===== src/rtl/wokwi_395054823837887489_tile_pkg.sv =====
// Shared constants for the 4-mode state engine: mode encodings, LFSR taps and seed.
package wokwi_395054823837887489_tile_pkg;

  localparam int          WIDTH_DEF     = 8;
  localparam logic [1:0]  MODE_COUNT    = 2'b00;
  localparam logic [1:0]  MODE_LFSR     = 2'b01;
  localparam logic [1:0]  MODE_SHIFT    = 2'b10;
  localparam logic [1:0]  MODE_LOAD     = 2'b11;
  // Taps r[7], r[5], r[4], r[3]: x^8+x^6+x^5+x^4+1, maximal length (255).
  localparam logic [7:0]  LFSR_TAP_MASK = 8'hB8;
  localparam logic [7:0]  LFSR_SEED_DEF = 8'h01;

  function automatic logic lfsr_feedback(input logic [7:0] r);
    return ^(r & LFSR_TAP_MASK);
  endfunction

endpackage


===== src/rtl/wokwi_395054823837887489_tile_next_state.sv =====
// Purely combinational next-state selection over the four engine modes.
module wokwi_395054823837887489_tile_next_state
  import wokwi_395054823837887489_tile_pkg::*;
#(
  parameter logic [7:0] LFSR_SEED = LFSR_SEED_DEF
) (
  input  logic [7:0] r_q,
  input  logic [7:0] ui_in,
  output logic [7:0] r_d
);

  logic [1:0] mode;
  logic       step;

  assign mode = ui_in[7:6];
  assign step = ui_in[0];

  always_comb begin
    r_d = r_q;
    case (mode)
      MODE_COUNT: begin
        if (step) r_d = ui_in[1] ? r_q - 8'd1 : r_q + 8'd1;
      end
      MODE_LFSR: begin
        // The all-zero state is a lock-up point for an XOR LFSR, so reseed it.
        if (step) r_d = (r_q == 8'h00) ? LFSR_SEED : {r_q[6:0], lfsr_feedback(r_q)};
      end
      MODE_SHIFT: begin
        if (step) r_d = {r_q[6:0], ui_in[2]};
      end
      default: begin
        r_d = {2'b00, ui_in[5:0]};
      end
    endcase
  end

endmodule


===== src/rtl/wokwi_395054823837887489_tile.sv =====
// Tile top: single 8-bit state register with asynchronous reset, driven by the
// next-state engine; the register drives uo_out directly.
module wokwi_395054823837887489_tile
  import wokwi_395054823837887489_tile_pkg::*;
#(
  parameter int         WIDTH     = WIDTH_DEF,
  parameter logic [7:0] LFSR_SEED = LFSR_SEED_DEF
) (
  input  logic             clk,
  input  logic             rst,
  input  logic [7:0]       ui_in,
  output logic [WIDTH-1:0] uo_out
);

  logic [7:0] r_q;
  logic [7:0] r_d;

  wokwi_395054823837887489_tile_next_state #(
    .LFSR_SEED(LFSR_SEED)
  ) u_next_state (
    .r_q  (r_q),
    .ui_in(ui_in),
    .r_d  (r_d)
  );

  always_ff @(posedge clk or posedge rst) begin
    if (rst) r_q <= 8'h00;
    else     r_q <= r_d;
  end

  assign uo_out = r_q;

endmodule


===== config.mk =====
export PLATFORM = sky130hd
export DESIGN_NAME = wokwi_395054823837887489_tile
export DESIGN_NICKNAME = d
export VERILOG_FILES = /design/src/rtl/wokwi_395054823837887489_tile_pkg.sv /design/src/rtl/wokwi_395054823837887489_tile_next_state.sv /design/src/rtl/wokwi_395054823837887489_tile.sv
export SDC_FILE = /design/constraint.sdc
export NUM_CORES = 1
export LEC_CHECK = 0
export BUFFER_PORTS_ARGS = -buffer_cell sky130_fd_sc_hd__clkbuf_2
export CAP_MARGIN = 20
export CORE_ASPECT_RATIO = 0.8
export CORE_MARGIN = 1
export CORE_UTILIZATION = 53
export DETAILED_ROUTE_END_ITERATION = 12
export PLACE_DENSITY_LB_ADDON = 0.1
export SKIP_LAST_GASP = 1
export SLEW_MARGIN = 15
export SYNTH_ARGS = -nofsm -noshare
export SYNTH_HDL_FRONTEND = slang
export SYNTH_SLANG_ARGS = --single-unit

===== constraint.sdc =====
create_clock -name clk -period 2.4 [get_ports clk]
set_clock_uncertainty 0.15 [all_clocks]
set_input_delay 0.48 -clock clk [delete_from_list [all_inputs] [get_ports clk]]
set_output_delay 0.48 -clock clk [all_outputs]
set_load 0.03 [all_outputs]

==> run summary, run 1 <==
The run finished with clean final reports. The number of nets with antenna violations after routing is 0. The area of the placeable core is 1630 µm². The post-layout net count came out at 157.

The number of standard cells after synthesis is 118. The number of detailed-routing iterations run before antenna repair came out at 4. The remaining routing DRC violations came out at 0. The wire length of the first global-routing pass came out at 3.95 mm. Measured against its own limit, the worst slew margin works out to 69.2%. The total of hold buffers inserted after clock tree synthesis is 0.

The number of design-rule violations left by the first detailed-router iteration came out at 39. The post-synthesis net count came out at 136. The half-perimeter wire length after detailed placement is 1.88 mm. The worst-case vdd ir drop came out at 0.386 mV.

The clock period minus worst slack is 2140 ps. The worst-case register-to-register setup slack came out at 310 ps. In the synthesized netlist the dominant register cell turns out to be sky130_fd_sc_hd__dfrtp_1.

The leakage power total came out at 0.478 nW. The number of library cell types mapped by synthesis is 40. The final wirelength came out at 2.53 mm. The count of inserted antenna diode cells is 0.

The I/O pin total came out at 18. The number of buffer and inverter instances along the worst setup path came out at 1. In the routed layout, each cell is associated on average with a via count of 6.39. The initial core utilization is 56.3%.

The total number of placement rows came out at 13. The cell with the biggest individual delay on the critical path is sky130_fd_sc_hd__or4_1. The post-CTS resize count came out at 0. The final setup violation count is 0. The horizontal extent of the die came out at 48.5 µm. The post-route clock period utilization came out at 89.3%.

The setup slack after layout is 256 ps. The overall via count from detail_route came out at 1,016. The setup TNS after final layout came out at 0 ps. The port buffer count is 17. The level count of the clock H-tree is 1. STA classifies the critical path startpoint as an input port.

The maximum count of clock buffers along a single path is 2. The clock root buffer master is sky130_fd_sc_hd__clkbuf_4. In this run the worst path has a maximum fanout of 9. The overall fraction of global-route tracks in use came out at 29.0%. The post-CTS setup repair buffer count is 0. Setup repair after global routing left no endpoint under its margin. At the pin with the least slew margin, the transition time is 457 ps. The critical path goes through clkbuf_2 -> ha_1 -> a21oi_2 -> a21boi_0 -> or4_1 -> a41o_1. The area enclosed by the die boundary came out at 1900 µm². The number of max-cap violations is 0. The overflow left after global routing came out at 0. Data on the critical path is required at its endpoint by 2400 ps. The post-synthesis sequential element count came out at 8. OpenSTA, run right after detailed placement, puts the worst setup slack at -0.923 ps. The share of async-settable or async-resettable flops after synthesis is 100%.

The count of flip-flops with a built-in enable after synthesis is 0. The clock latency of the later-clocked register in the worst-skew pair is 260 ps. In this design, the largest share of critical-path delay is due to compound AO/OA/AOI/OAI gates. The number of flip-flops under the largest register name is 8. The combined area of all synthesized cells is 916 µm². The sequential cell area fraction in the yosys report is 21.9%.

The delay of the slowest critical-path stage is 480 ps. Timing would allow up to 0.466 GHz. The Yosys step of the flow raised 0 warnings. The endpoint arrival time on the critical path is 2140 ps. The post-layout instance area came out at 1060 µm².

The ratio of total power to cell area came out at 720 nW/µm². Clock-pin slew was measured on the worst setup and hold paths at 60 ps. The cell area reported after detailed placement came out at 1040 µm². The number of global-route vias before repair was 817.

The worst setup path is captured at a flip-flop. The proportion of layout cells with a drive suffix above 1 came out at 20.4%. Entering global routing, the biggest net connects 22 pins.

The worst register-to-register path ends at uo_out[7]$_DFFE_PP0P_. The final-report hold violation count is 0. The clock net sink count came out at 8. The area added between synthesis and finish came out at 16.1%.

The final max-slew violation count came out at 0. From bottom edge to top edge, the die measures 39.2 µm. The class of the most critical setup path is input port to flip-flop. The startpoint identified for the worst register-to-register timing path is uo_out[1]$_DFFE_PP0P_. The final weighted congestion in routability-driven placement is 0.914. The worst hold path class is input port to asynchronous set/reset pin. The number of antenna violations at the first check in global routing came to 0. The clock buffer count from CTS came out at 3. Leaving out fill and tap cells, the most frequent cell in the layout is sky130_fd_sc_hd__clkbuf_2. TritonCTS built the clock tree. The filler cells instantiated in the layout total 148. In the layout the commonest cells are sky130_fd_sc_hd__clkbuf_2, sky130_fd_sc_hd__o21ai_0, sky130_fd_sc_hd__nand2_1. The cell depth of the worst flop-to-flop path is 5. The average size of a mapped cell is 7.76 µm². Dividing the detail-routed wire length by the instance count gives 15.9 µm.
## how the worst max path moves through the flow
stage / startpoint / depth (start not counted) / endpoint / slack (ps)
3_3_place_gp: ui_in[1] / 6 / uo_out[7]$_DFFE_PP0P_ / 80
6_report: ui_in[1] / 6 / uo_out[7]$_DFFE_PP0P_ / 260
3_5_place_dp: ui_in[1] / 6 / uo_out[7]$_DFFE_PP0P_ / -0.9
4_1_cts: ui_in[1] / 6 / uo_out[7]$_DFFE_PP0P_ / 280
2_1_floorplan: uo_out[1]$_DFFE_PP0P_ / 5 / uo_out[7]$_DFFE_PP0P_ / 290
5_1_grt: uo_out[1]$_DFFE_PP0P_ / 5 / uo_out[7]$_DFFE_PP0P_ / 200
## through the flow
step | hold slack (ps) | util (%) | std cells | power (mW)
5_1_grt | 23.9 | 65.4 | 159 | 0.825
3_5_place_dp | 292 | 64.0 | 156 | 0.648
3_3_place_gp | 288 | 64.0 | 156 | 0.637
2_1_floorplan | 146 | - | 118 | 0.516
4_1_cts | 12.1 | 65.4 | 159 | 0.762
6_report | 3.53 | 65.4 | 159 | 0.766
## cells in the mapped netlist (all sizes together) (2+ instances only)
cell | n | area share, %
nand2 | 10 | 4.1
nor3b | 3 | 2.5
xor2 | 4 | 3.8
o21ai | 15 | 8.2
o31ai | 3 | 2.5
nand3 | 5 | 2.7
nor4 | 2 | 1.4
nand2b | 2 | 1.4
nor3 | 2 | 1.1
a31oi | 2 | 1.4
ha | 7 | 9.6
nor2 | 8 | 3.3
dfrtp | 8 | 22
a21o | 3 | 2.5
a21oi | 4 | 2.6
clkbuf | 3 | 1.2
inv | 4 | 1.6
o22ai | 3 | 2.0
a211oi | 5 | 4.6
o211ai | 2 | 1.6
nor2b | 4 | 2.7
a311oi | 2 | 1.9
buf | 3 | 1.5
## layer usage
metal,share of wire (%),vias to the layer above,GRT usage (%)
li1,-,494,-
met1,45,473,40.0
met2,46,45,44.7
met3,7.9,4,3.92
met4,1.5,0,14.7
met5,0,-,0
## cells by family after synthesis
| kind of cell | synth area share, % |
|---|---|
| compound gates | 33.1 |
| xor+xnor | 3.82 |
| fa+ha+maj | 11.7 |
| buf+inv | 4.37 |
| flops | 21.9 |
| mux | 1.09 |
| simple gates | 24.0 |
## power by group
part | internal (mW) | leakage, nW | switching (mW) | total (mW)
Sequential | 0.163 | 0.0951 | 0.0493 | 0.212
Combinational | 0.180 | 0.369 | 0.261 | 0.441
Clock | 0.0578 | 0.0138 | 0.0551 | 0.113
Total | 0.401 | 0.478 | 0.365 | 0.766
## layout make-up
type	count	area (µm²)	area share, %
repair buffers	22	123	11.5
well taps	22	27.5	2.59
clock buffers	3	22.5	2.12
inverters	4	15.0	1.41
flip-flops and latches	8	200	18.8
multi-input cells	100	676	63.5
No activity file was read; power rests on OpenSTA's default activity.
==> inputs of run 2 (changes only) <==
--- a/config.mk
+++ b/config.mk
@@ -5,6 +5,7 @@
 export SDC_FILE = /design/constraint.sdc
 export NUM_CORES = 1
 export LEC_CHECK = 0
+export ABC_AREA = 1
 export BUFFER_PORTS_ARGS = -buffer_cell sky130_fd_sc_hd__clkbuf_2
 export CAP_MARGIN = 20
 export CORE_ASPECT_RATIO = 0.8
@@ -12,6 +13,7 @@
 export CORE_UTILIZATION = 53
 export DETAILED_ROUTE_END_ITERATION = 12
 export PLACE_DENSITY_LB_ADDON = 0.1
+export SETUP_SLACK_MARGIN = 0.4
 export SKIP_LAST_GASP = 1
 export SLEW_MARGIN = 15
 export SYNTH_ARGS = -nofsm -noshare
==> constraint.sdc (replaced) <==
create_clock -name clk -period 2.05 [get_ports clk]
set_clock_uncertainty 0.15 [all_clocks]
set_input_delay 0.41 -clock clk [delete_from_list [all_inputs] [get_ports clk]]
set_output_delay 0.41 -clock clk [all_outputs]
set_load 0.03 [all_outputs]
==> run 2 against run 1 <==
Effect of this change: final area is 18% higher; non-clock buffer count is 3 higher; largest power group unchanged; total power is 33% higher; cell count is 26% higher; area after synthesis is 0.55% lower; flip-flop and latch count stayed put; largest cell class unchanged; critical path depth stayed put; first-iteration DRC count is 13% higher; core utilization is 12 points higher; combinational power is 40% higher; sequential share of layout area is 2.1 points lower.
==> run summary, run 2 <==
Status: finished, final reports clean (unchanged). The total instance count after detailed placement came out at 188 (was 156). The ratio of total power to cell area came to 811 nW/µm² (was 720 nW/µm²).

The level count of the clock H-tree came to 1 (unchanged). The area of the placeable core was 1610 µm² (was 1630 µm²). For this run, the top clock speed supported by timing is 0.594 GHz.

The critical path required time is 2110 ps (was 2400 ps). The overall via count from detail_route was 1,071 (was 1,016). The number of antenna violations at the first check in global routing is 0 (unchanged). The number of flip-flops under the largest register name is 8 (unchanged). The setup slack after layout came out at 367 ps (was 256 ps). The proportion of layout cells with a drive suffix above 1 came out at 36.5% (was 20.4%). The half-perimeter wire length after detailed placement is 1.85 mm (was 1.88 mm). The total number of placement rows came out at 13 (unchanged). The post-layout instance area is 1250 µm² (was 1060 µm²).

The cell with the biggest individual delay on the critical path is sky130_fd_sc_hd__dfrtp_2 (was sky130_fd_sc_hd__or4_1). The remaining routing DRC violations came out at 0 (unchanged). The met2 usage in global routing is 55.6% (was 44.7%). The critical path launch point type is a flip-flop (was input port).

The global-route track usage on met1 is 38.6% (was 40.0%). The number of nets with antenna violations after routing is 0 (unchanged). The worst hold path passes through 3 cells. The cell depth of the worst flop-to-flop path is 6 (was 5). The total design power came to 1.02 mW (was 0.766 mW).

The leakage power total came to 0.652 nW (was 0.478 nW). The maximum count of clock buffers along a single path is 2 (unchanged). The origin of the critical flop-to-flop path is uo_out[1]$_DFFE_PP0P_ (unchanged). Area contributors post-synth: sky130_fd_sc_hd__dfrtp_1, sky130_fd_sc_hd__nand2_1, sky130_fd_sc_hd__inv_1 (was sky130_fd_sc_hd__dfrtp_1, sky130_fd_sc_hd__ha_1, sky130_fd_sc_hd__o21ai_0). The final setup violation count was 0 (unchanged). The endpoint of the worst register-to-register path is uo_out[4]$_DFFE_PP0P_ (was uo_out[7]$_DFFE_PP0P_). The wire length of the first global-routing pass is 4.16 mm (was 3.95 mm).

The most utilized layer in the global route result is met2 (unchanged). The count of flip-flops with a built-in enable after synthesis is 0 (unchanged). The area enclosed by the die boundary came out at 1890 µm² (was 1900 µm²). The horizontal extent of the die came to 48.4 µm (was 48.5 µm). The post-synthesis net count was 168 (was 136). The most numerous cell in the Yosys netlist is sky130_fd_sc_hd__nand2_1 (was sky130_fd_sc_hd__o21ai_0). The class of the most critical setup path was flip-flop to flip-flop (was input port to flip-flop). The clock period minus worst slack came out at 1680 ps. The initial core utilization is 56.6% (was 56.3%). The combined area of all synthesized cells is 911 µm² (was 916 µm²). The worst path uses 82.1% of the clock period. Top library cells by usage in the layout, fill and taps aside: sky130_fd_sc_hd__nand2_1, sky130_fd_sc_hd__inv_1, sky130_fd_sc_hd__clkbuf_2 (was sky130_fd_sc_hd__clkbuf_2, sky130_fd_sc_hd__o21ai_0, sky130_fd_sc_hd__nand2_1). Cells along the critical path: fa_2 -> a21oi_2 -> nor2_1 -> nor2_1 -> nand2_1 -> a21oi_2 (was clkbuf_2 -> ha_1 -> a21oi_2 -> a21boi_0 -> or4_1 -> a41o_1). The worst-case register-to-register setup slack is 370 ps (was 310 ps). The die extent in y came out at 39.1 µm (was 39.2 µm). The worst-case vdd ir drop is 0.675 mV (was 0.386 mV). The share of async-settable or async-resettable flops after synthesis is 100% (unchanged). The setup TNS after final layout came to 0 ps (unchanged). The clock slew seen by the registers of the worst setup and hold paths was 80 ps (was 60 ps). The final weighted congestion in routability-driven placement came out at 0.885 (was 0.914).

The maximum net fanout on the critical path is 6 (was 9). The clock root buffer master is sky130_fd_sc_hd__clkbuf_4 (unchanged). Most frequent cells after synthesis: sky130_fd_sc_hd__nand2_1, sky130_fd_sc_hd__inv_1, sky130_fd_sc_hd__nor2_1 (was sky130_fd_sc_hd__o21ai_0, sky130_fd_sc_hd__nand2_1, sky130_fd_sc_hd__dfrtp_1, sky130_fd_sc_hd__nor2_1, sky130_fd_sc_hd__ha_1). The measured slew at the worst slew-check pin was 371 ps (was 457 ps).

The path with the worst hold slack has its endpoint at uo_out[3]$_DFFE_PP0P_. The count of inserted antenna diode cells was 0 (unchanged). The port buffer count was 17 (unchanged). The overall fraction of global-route tracks in use came to 30.9% (was 29.0%). The clock net sink count is 8 (unchanged). The number of detailed-routing iterations run before antenna repair came out at 4 (unchanged). The endpoint arrival time on the critical path was 1740 ps (was 2140 ps).

The number of max-cap violations came out at 0 (unchanged). The number of warning messages in the yosys log is 0 (unchanged). The overflow left after global routing came to 0 (unchanged). The average size of a mapped cell is 6.07 µm² (was 7.76 µm²). The number of design-rule violations left by the first detailed-router iteration is 44 (was 39).

The detailed-route wire length per cell is 13.6 µm (was 15.9 µm). The category of the worst setup path capture point is a flip-flop (unchanged). The final max-slew violation count is 0 (unchanged). The final-report hold violation count is 0 (unchanged). The beginning of the critical path was uo_out[1]$_DFFE_PP0P_ (was ui_in[1]). The clock tree from TritonCTS is built (unchanged). The I/O pin total came out at 18 (unchanged). The delay of the slowest critical-path stage came to 480 ps (about the same). The cell area reported after detailed placement is 1020 µm² (was 1040 µm²). The number of library cell types mapped by synthesis came out at 24 (was 40). The final non-filler cell total came out at 200 (was 159).

The number of global-route vias before repair was 902 (was 817). The met3 layer usage reported by global route is 6.27% (was 3.92%). The worst hold path class is input port to flip-flop (was input port to asynchronous set/reset pin).

The via density per instance came out at 5.36 (was 6.39). The final wirelength came out at 2.72 mm (was 2.53 mm). The most common cell after layout, fill and taps aside was sky130_fd_sc_hd__nand2_1 (was sky130_fd_sc_hd__clkbuf_2). The sequential cell area fraction in the yosys report came out at 22.0% (was 21.9%). The dominant register cell in the synthesized netlist is sky130_fd_sc_hd__dfrtp_1 (unchanged).

The worst slew margin relative to its limit came out at 75.3% (was 69.2%). The pre-CTS setup slack was 134 ps (was -0.923 ps). RSZ-0062 raised after global routing: true (was false).

The clock buffer count from CTS came out at 3 (unchanged). The post-synthesis sequential element count was 8 (unchanged). The cell type with the largest total area after synthesis is sky130_fd_sc_hd__dfrtp_1 (unchanged). The worst hold path begins at ui_in[3]. The post-layout net count came to 197 (was 157). The number of standard cells after synthesis came to 150 (was 118). The clock latency of the later-clocked register in the worst-skew pair is 280 ps (was 260 ps).

The top cell type's share of synthesized area was 22.0% (was 21.9%). The largest net degree at the start of global routing is 10 (was 22). The area added between synthesis and finish came out at 37.5% (was 16.1%).
-- run 2: cell count changes after synthesis, moves of 4 or more --
| cell | change |
|---|---|
| sky130_fd_sc_hd__a211oi_1 | -4 |
| sky130_fd_sc_hd__nor2_1 | +7 |
| sky130_fd_sc_hd__o21ai_0 | -13 |
| sky130_fd_sc_hd__nand3_1 | +6 |
| sky130_fd_sc_hd__nand2_1 | +41 |
| sky130_fd_sc_hd__nor2b_1 | -4 |
| sky130_fd_sc_hd__inv_1 | +21 |
-- run 2: metal layers --
metal | wire length, µm | vias to the layer above
li1 | - | 529
met5 | 0 | -
met1 | 1140 | 485
met3 | 207 | 12
met2 | 1320 | 45
met4 | 48 | 0
-- run 2: cells by family (layout without fill, tap and decap cells) --
logic type	Yosys count	after routing	synth area share, %
and+or+nand+nor	84	84	39.0
buffers and inverters	30	58	13.0
AOI/OAI and AO/OA	17	17	11.3
adders and majority gates	8	8	11.8
DFF	8	8	22.0
xor gates and xnor gates	3	3	2.89
-- run 2: final cells by class --
| cell class | instances | area (µm²) |
|---|---|---|
| Fill cell | 132 | 358 |
| Clock buffer | 4 | 26.3 |
| Tap cell | 22 | 27.5 |
| Inverter | 29 | 114 |
| Timing Repair Buffer | 25 | 150 |
| Sequential cell | 8 | 209 |
| Multi-Input combinational cell | 112 | 726 |
-- run 2: timing repair --
action | CTS | global route
hold endpoints to repair | 8 | 0
endpoints found under the setup margin | 5 | 7
setup buffers | 0 | 7
pin swaps | 0 | 13
hold buffers | 1 | 0
resized for setup | 5 | 24
cloned | 0 | 0
-- run 2: per-stage QoR --
stage          hold slack (ps)  utilization (%)
3_5_place_dp               221             63.6
2_1_floorplan             75.4                -
4_1_cts                    246             68.0
5_1_grt                    255             77.8
6_report                   238             77.8
3_3_place_gp               210             63.6
-- run 2: critical path: cells and delay by family, from the launching register on --
family / cells / cell delay, ps
compound gates: 2 / 290
fa+ha+maj: 1 / 430
flops: 1 / 480
simple gates: 3 / 280
-- run 2: where the power goes --
group          internal [mW]  total [mW]  switching (mW)
Sequential             0.192       0.246          0.0542
Combinational          0.259       0.618           0.359
Clock                 0.0753       0.151          0.0761
-- run 2: worst max-delay path by stage --
stage,to,slack (ps),depth (start not counted)
after detailed placement,uo_out[7]$_DFFE_PP0P_,130,10
after global placement,uo_out[4]$_DFFE_PP0P_,170,9
after floorplan,uo_out[7]$_DFFE_PP0P_,400,9
after global routing,uo_out[4]$_DFFE_PP0P_,300,6
after CTS,uo_out[7]$_DFFE_PP0P_,360,9
final,uo_out[4]$_DFFE_PP0P_,370,6
==> inputs of run 3 (changes only) <==
--- a/config.mk
+++ b/config.mk
@@ -5,7 +5,7 @@
 export SDC_FILE = /design/constraint.sdc
 export NUM_CORES = 1
 export LEC_CHECK = 0
-export ABC_AREA = 1
+export ABC_AREA = 0
 export BUFFER_PORTS_ARGS = -buffer_cell sky130_fd_sc_hd__clkbuf_2
 export CAP_MARGIN = 20
 export CORE_ASPECT_RATIO = 0.8
==> constraint.sdc (replaced) <==
create_clock -name clk -period 1.6 [get_ports clk]
set_clock_uncertainty 0.15 [all_clocks]
set_input_delay 0.32 -clock clk [delete_from_list [all_inputs] [get_ports clk]]
set_output_delay 0.32 -clock clk [all_outputs]
set_load 0.03 [all_outputs]
==> run 3 against run 2 <==
Effect of this change: the run now fails in global routing; area after synthesis up 0.55%; synthesized cell count decreased by 21%.
==> run summary, run 3 <==
Status: aborted with a tool error (was finished, final reports clean). The flow halted during global routing. The first error in the log reads "[ERROR GRT-0232] Routing congestion too high. Check the congestion heatmap in the GUI". The most numerous cell in the Yosys netlist is sky130_fd_sc_hd__o21ai_0 (was sky130_fd_sc_hd__nand2_1). The I/O pin total came out at 18 (unchanged). The average size of a mapped cell is 7.76 µm² (was 6.07 µm²). The number of library cell types mapped by synthesis was 40 (was 24). The port buffer count is 17 (unchanged). The combined area of all synthesized cells is 916 µm² (was 911 µm²). The dominant register cell in the synthesized netlist is sky130_fd_sc_hd__dfrtp_1 (unchanged). Area contributors post-synth: sky130_fd_sc_hd__dfrtp_1, sky130_fd_sc_hd__ha_1, sky130_fd_sc_hd__o21ai_0 (was sky130_fd_sc_hd__dfrtp_1, sky130_fd_sc_hd__nand2_1, sky130_fd_sc_hd__inv_1).

The clock net sink count is 8 (unchanged). The count of flip-flops with a built-in enable after synthesis came out at 0 (unchanged). After global-route timing repair, the worst endpoint was uo_out[7]$_DFFE_PP0P_/D. The clock buffer count from CTS came to 3 (unchanged).

The clock root buffer master is sky130_fd_sc_hd__clkbuf_4 (unchanged). The final weighted congestion in routability-driven placement came to 0.872 (was 0.885). The total number of placement rows is 13 (unchanged). The top cell type's share of synthesized area is 21.9% (was 22.0%). The level count of the clock H-tree came out at 1 (unchanged).

After the last repair the worst path ends at a register input. The sequential cell area fraction in the yosys report is 21.9% (was 22.0%). The cell type with the largest total area after synthesis is sky130_fd_sc_hd__dfrtp_1 (unchanged). The initial core utilization is 56.3% (was 56.6%). The maximum count of clock buffers along a single path is 2 (unchanged). The post-synthesis net count came out at 136 (was 168). The die extent in y is 39.2 µm (was 39.1 µm). The share of async-settable or async-resettable flops after synthesis came out at 100% (unchanged). The overflow left after global routing is 31. The overall fraction of global-route tracks in use came out at 76.9%. The number of standard cells after synthesis came out at 118 (was 150).

The horizontal extent of the die is 48.5 µm (was 48.4 µm). Most frequent cells after synthesis: sky130_fd_sc_hd__o21ai_0, sky130_fd_sc_hd__nand2_1, sky130_fd_sc_hd__dfrtp_1, sky130_fd_sc_hd__nor2_1, sky130_fd_sc_hd__ha_1 (was sky130_fd_sc_hd__nand2_1, sky130_fd_sc_hd__inv_1, sky130_fd_sc_hd__nor2_1). The half-perimeter wire length after detailed placement is 2.14 mm (was 1.85 mm). The largest net degree at the start of global routing came out at 13. The post-synthesis sequential element count came out at 8 (unchanged). The number of warning messages in the yosys log is 0 (unchanged).
==> run 3: through the flow <==
stage | setup WS (ps) | util [%] | hold WS [ps] | instances | area, µm²
after floorplan | -328 | - | -14.8 | 118 | 993
after global placement | -485 | 81.2 | 122 | 183 | 1320
after detailed placement | -544 | 81.2 | 139 | 183 | 1320
after CTS | -287 | 94.5 | 161 | 193 | 1540
==> run 3: logic make-up after synthesis <==
kind of cell             after synthesis  share of synthesized area, %
buffers and inverters                 10                          4.37
XOR/XNOR                               4                          3.82
multiplexers                           1                          1.09
flip-flops                             8                          21.9
AO/OA/AOI/OAI                         45                          33.1
AND/OR/NAND/NOR                       42                          24.0
adder cells (fa/ha/maj)                8                          11.7
==> run 3: repair_timing <==
action,in CTS
hold buffers,1
buffers inserted,5
resized for setup,34
hold endpoints to repair,8
endpoints found under the setup margin,16
pin swaps,8
==> run 3: routing by layer <==
layer | global-route usage (%) | GRT overflow
met4 | 97.1 | 10
met5 | 0 | 0
met3 | 51.8 | 1
met2 | 102 | 20
met1 | 74.0 | 0
==> inputs of run 4 (changes only) <==
--- a/config.mk
+++ b/config.mk
@@ -8,12 +8,10 @@
 export ABC_AREA = 0
 export BUFFER_PORTS_ARGS = -buffer_cell sky130_fd_sc_hd__clkbuf_2
 export CAP_MARGIN = 20
-export CORE_ASPECT_RATIO = 0.8
-export CORE_MARGIN = 1
-export CORE_UTILIZATION = 53
+export CORE_AREA = 2 2 63 65
 export DETAILED_ROUTE_END_ITERATION = 12
-export PLACE_DENSITY_LB_ADDON = 0.1
-export SETUP_SLACK_MARGIN = 0.4
+export DIE_AREA = 0 0 65 67
+export PLACE_DENSITY_LB_ADDON = 0.15
 export SKIP_LAST_GASP = 1
 export SLEW_MARGIN = 15
 export SYNTH_ARGS = -nofsm -noshare
==> run 4 against run 3 <==
Effect of this change: the flow now finishes, with violations (setup timing).
==> run summary, run 4 (same netlist as run 1, synthesis figures left out) <==
The I/O pin total came out at 18 (unchanged). The initial core utilization came out at 25.4% (was 56.3%). The final max-slew violation count is 0. The level count of the clock H-tree is 1 (unchanged). The share of power burned in combinational logic is 65.4%. The half-perimeter wire length after detailed placement is 2.45 mm (was 2.14 mm). Among cell families on the critical path, the largest total delay comes from compound AO/OA/AOI/OAI gates.

The share of power burned in registers is 18.5%. The critical path required time is 1570 ps. The overall via count from detail_route is 1,117.

The number of global-route vias before repair is 1,053. After layout, the worst path uses 118% of the clock period. The worst-case register-to-register setup slack came out at -290 ps. The number of inserted filler cells in the final layout came out at 378.

The clock period minus worst slack came out at 1890 ps. The setup slack after layout came out at -286 ps. The internal power consumption is 0.974 mW. For this run, the top clock speed supported by timing is 0.530 GHz. The fraction of power consumed by the clock network came out at 16.1%. The number of flip-flops under the largest register name is 8.

Setup repair after global routing could not meet its margin everywhere. The switching power as a share of total power is 42.2%. The number of design-rule violations left by the first detailed-router iteration came out at 69.

The horizontal extent of the die came out at 65 µm (was 48.5 µm). The number of buffer and inverter instances along the worst setup path is 0. Status: complete, but fails checks (was aborted with a tool error). The category of the worst setup path capture point is a flip-flop. TritonCTS built the clock tree. The final-report hold violation count came out at 0. The register area is 209 µm². The maximum count of clock buffers along a single path was 2 (unchanged). The overall fraction of global-route tracks in use came out at 16.1%. In the final layout, the share of cells above drive strength 1 is 49.7%. In this run the critical register-to-register path is captured at uo_out[7]$_DFFE_PP0P_. The clock buffer count from CTS was 3 (unchanged). The combined area of the multi-input logic cells came out at 831 µm². The first global-routing pass estimated 5.22 mm of wire. The checks that failed: setup timing. The via density per instance is 5.15.

The die extent in y came out at 67 µm (was 39.2 µm). The number of detailed-routing iterations run before antenna repair came out at 4. The path class of the tightest hold or removal check is input port to flip-flop. The number of antenna violations at the first check in global routing is 0. The total number of placement rows is 22 (was 13). The endpoint arrival time on the critical path is 1860 ps.

The maximum net fanout on the critical path came out at 3. In this design, the stage delay of the slowest critical-path cell is 420 ps. The region available for standard cell placement spans 3610 µm².

In the layout the commonest cells are sky130_fd_sc_hd__buf_4, sky130_fd_sc_hd__clkbuf_2, sky130_fd_sc_hd__o21ai_0. The area added between synthesis and finish is 68.3%. The signal on the critical path passes through ha_4 -> a211oi_4 -> nor3_2 -> or4_1 -> a41o_1.

The overflow left after global routing is 0. In this run the worst setup path begins at uo_out[1]$_DFFE_PP0P_. The cell depth of the worst flop-to-flop path came out at 5. The area enclosed by the die boundary is 4360 µm². The switching power of the nets came out at 0.711 mW.

The worst setup path is of the flip-flop to flip-flop kind. The cell count of the worst hold path is 3. The worst hold path terminates at uo_out[2]$_DFFE_PP0P_. The remaining routing DRC violations is 0. The number of max-cap violations came out at 0. The clock root buffer master is sky130_fd_sc_hd__clkbuf_8 (was sky130_fd_sc_hd__clkbuf_4). The worst-case vdd ir drop came out at 0.315 mV. Power spread over the standard cell area amounts to 1090 nW/µm². The largest net degree at the start of global routing is 14. The measured slew at the worst slew-check pin is 356 ps.

The clock latency of the later-clocked register in the worst-skew pair came out at 240 ps. The origin of the critical flop-to-flop path is uo_out[1]$_DFFE_PP0P_. The library cell used most frequently in the layout, excluding fill and tap cells, is sky130_fd_sc_hd__buf_4. The number of nets with antenna violations after routing came out at 0. The final setup violation count is 8.

After clock tree synthesis, the clock-pin slew on the worst setup and hold paths is 50 ps. After detailed routing, the total wire length is 3.24 mm. Summed over all cells, the static leakage comes to 0.654 nW.

The critical path launch point type is a flip-flop. The clock net sink count came out at 8 (unchanged). The cell with the biggest individual delay on the critical path is sky130_fd_sc_hd__dfrtp_2. The core utilization of the finished layout came out at 42.7%. The detailed-route wire length per cell came out at 14.9 µm. In the final timing run, aggregate negative setup slack is -973 ps. The final weighted congestion in routability-driven placement came out at 0.773 (was 0.872). The count of inserted antenna diode cells is 0.

The worst slew margin relative to its limit came out at 76.3%. In this run the most critical hold path is launched from ui_in[2]. The port buffer count is 17 (unchanged).

The final layout contains 188 nets.
[run 4: worst max path at each step]
stage	cells after the start	endpoint	slack (ps)
4_1_cts	5	uo_out[7]$_DFFE_PP0P_	-280
6_report	5	uo_out[7]$_DFFE_PP0P_	-290
3_5_place_dp	6	uo_out[7]$_DFFE_PP0P_	-510
5_1_grt	5	uo_out[7]$_DFFE_PP0P_	-350
3_3_place_gp	6	uo_out[7]$_DFFE_PP0P_	-500
2_1_floorplan	5	uo_out[7]$_DFFE_PP0P_	-330
[run 4: area by class of cell]
type	count	area share [%]
Clock buffer	4	2.92
Sequential cell	8	13.6
Timing Repair Buffer	53	24.6
Inverter	4	1.14
Tap cell	48	3.90
Multi-Input combinational cell	100	53.9
[run 4: metal layers]
layer  global-route usage, %  routed length, µm
met2                    26.5               1560
met5                       0                  0
met1                    20.8               1600
met4                    7.98                 27
met3                    1.52                 61
[run 4: power by group through the flow]
stage	registers, mW	clock network (mW)	logic (mW)
final	0.311	0.271	1.10
after global placement	0.319	0	0.904
after global routing	0.318	0.297	1.20
after CTS	0.313	0.277	1.04
after detailed placement	0.319	0	0.914
after floorplan	0.412	0	0.435
[run 4: repair_timing]
item                                   4_1_cts  5_1_grt
resized for setup                           15       12
cloned                                       0        0
endpoints found under the hold margin        8        0
hold buffers                                 1        0
setup endpoints to repair                    8        9
setup buffers                                3        1
pin swaps                                    6        6
[run 4: metrics by stage]
stage	total power, mW	std cells	instance area, µm²	setup slack (ps)	hold WS (ps)
after detailed placement	1.23	209	1350	-512	142
after floorplan	0.848	118	993	-328	-14.8
after global routing	1.81	217	1540	-349	240
final	1.68	217	1540	-286	221
after CTS	1.63	216	1500	-278	221
after global placement	1.22	209	1350	-497	137
[run 4: worst min-delay path, cell delays in order]
cell and delay [ps]:
sky130_fd_sc_hd__clkbuf_2 90, sky130_fd_sc_hd__a221oi_1 80, sky130_fd_sc_hd__o21ai_1 80
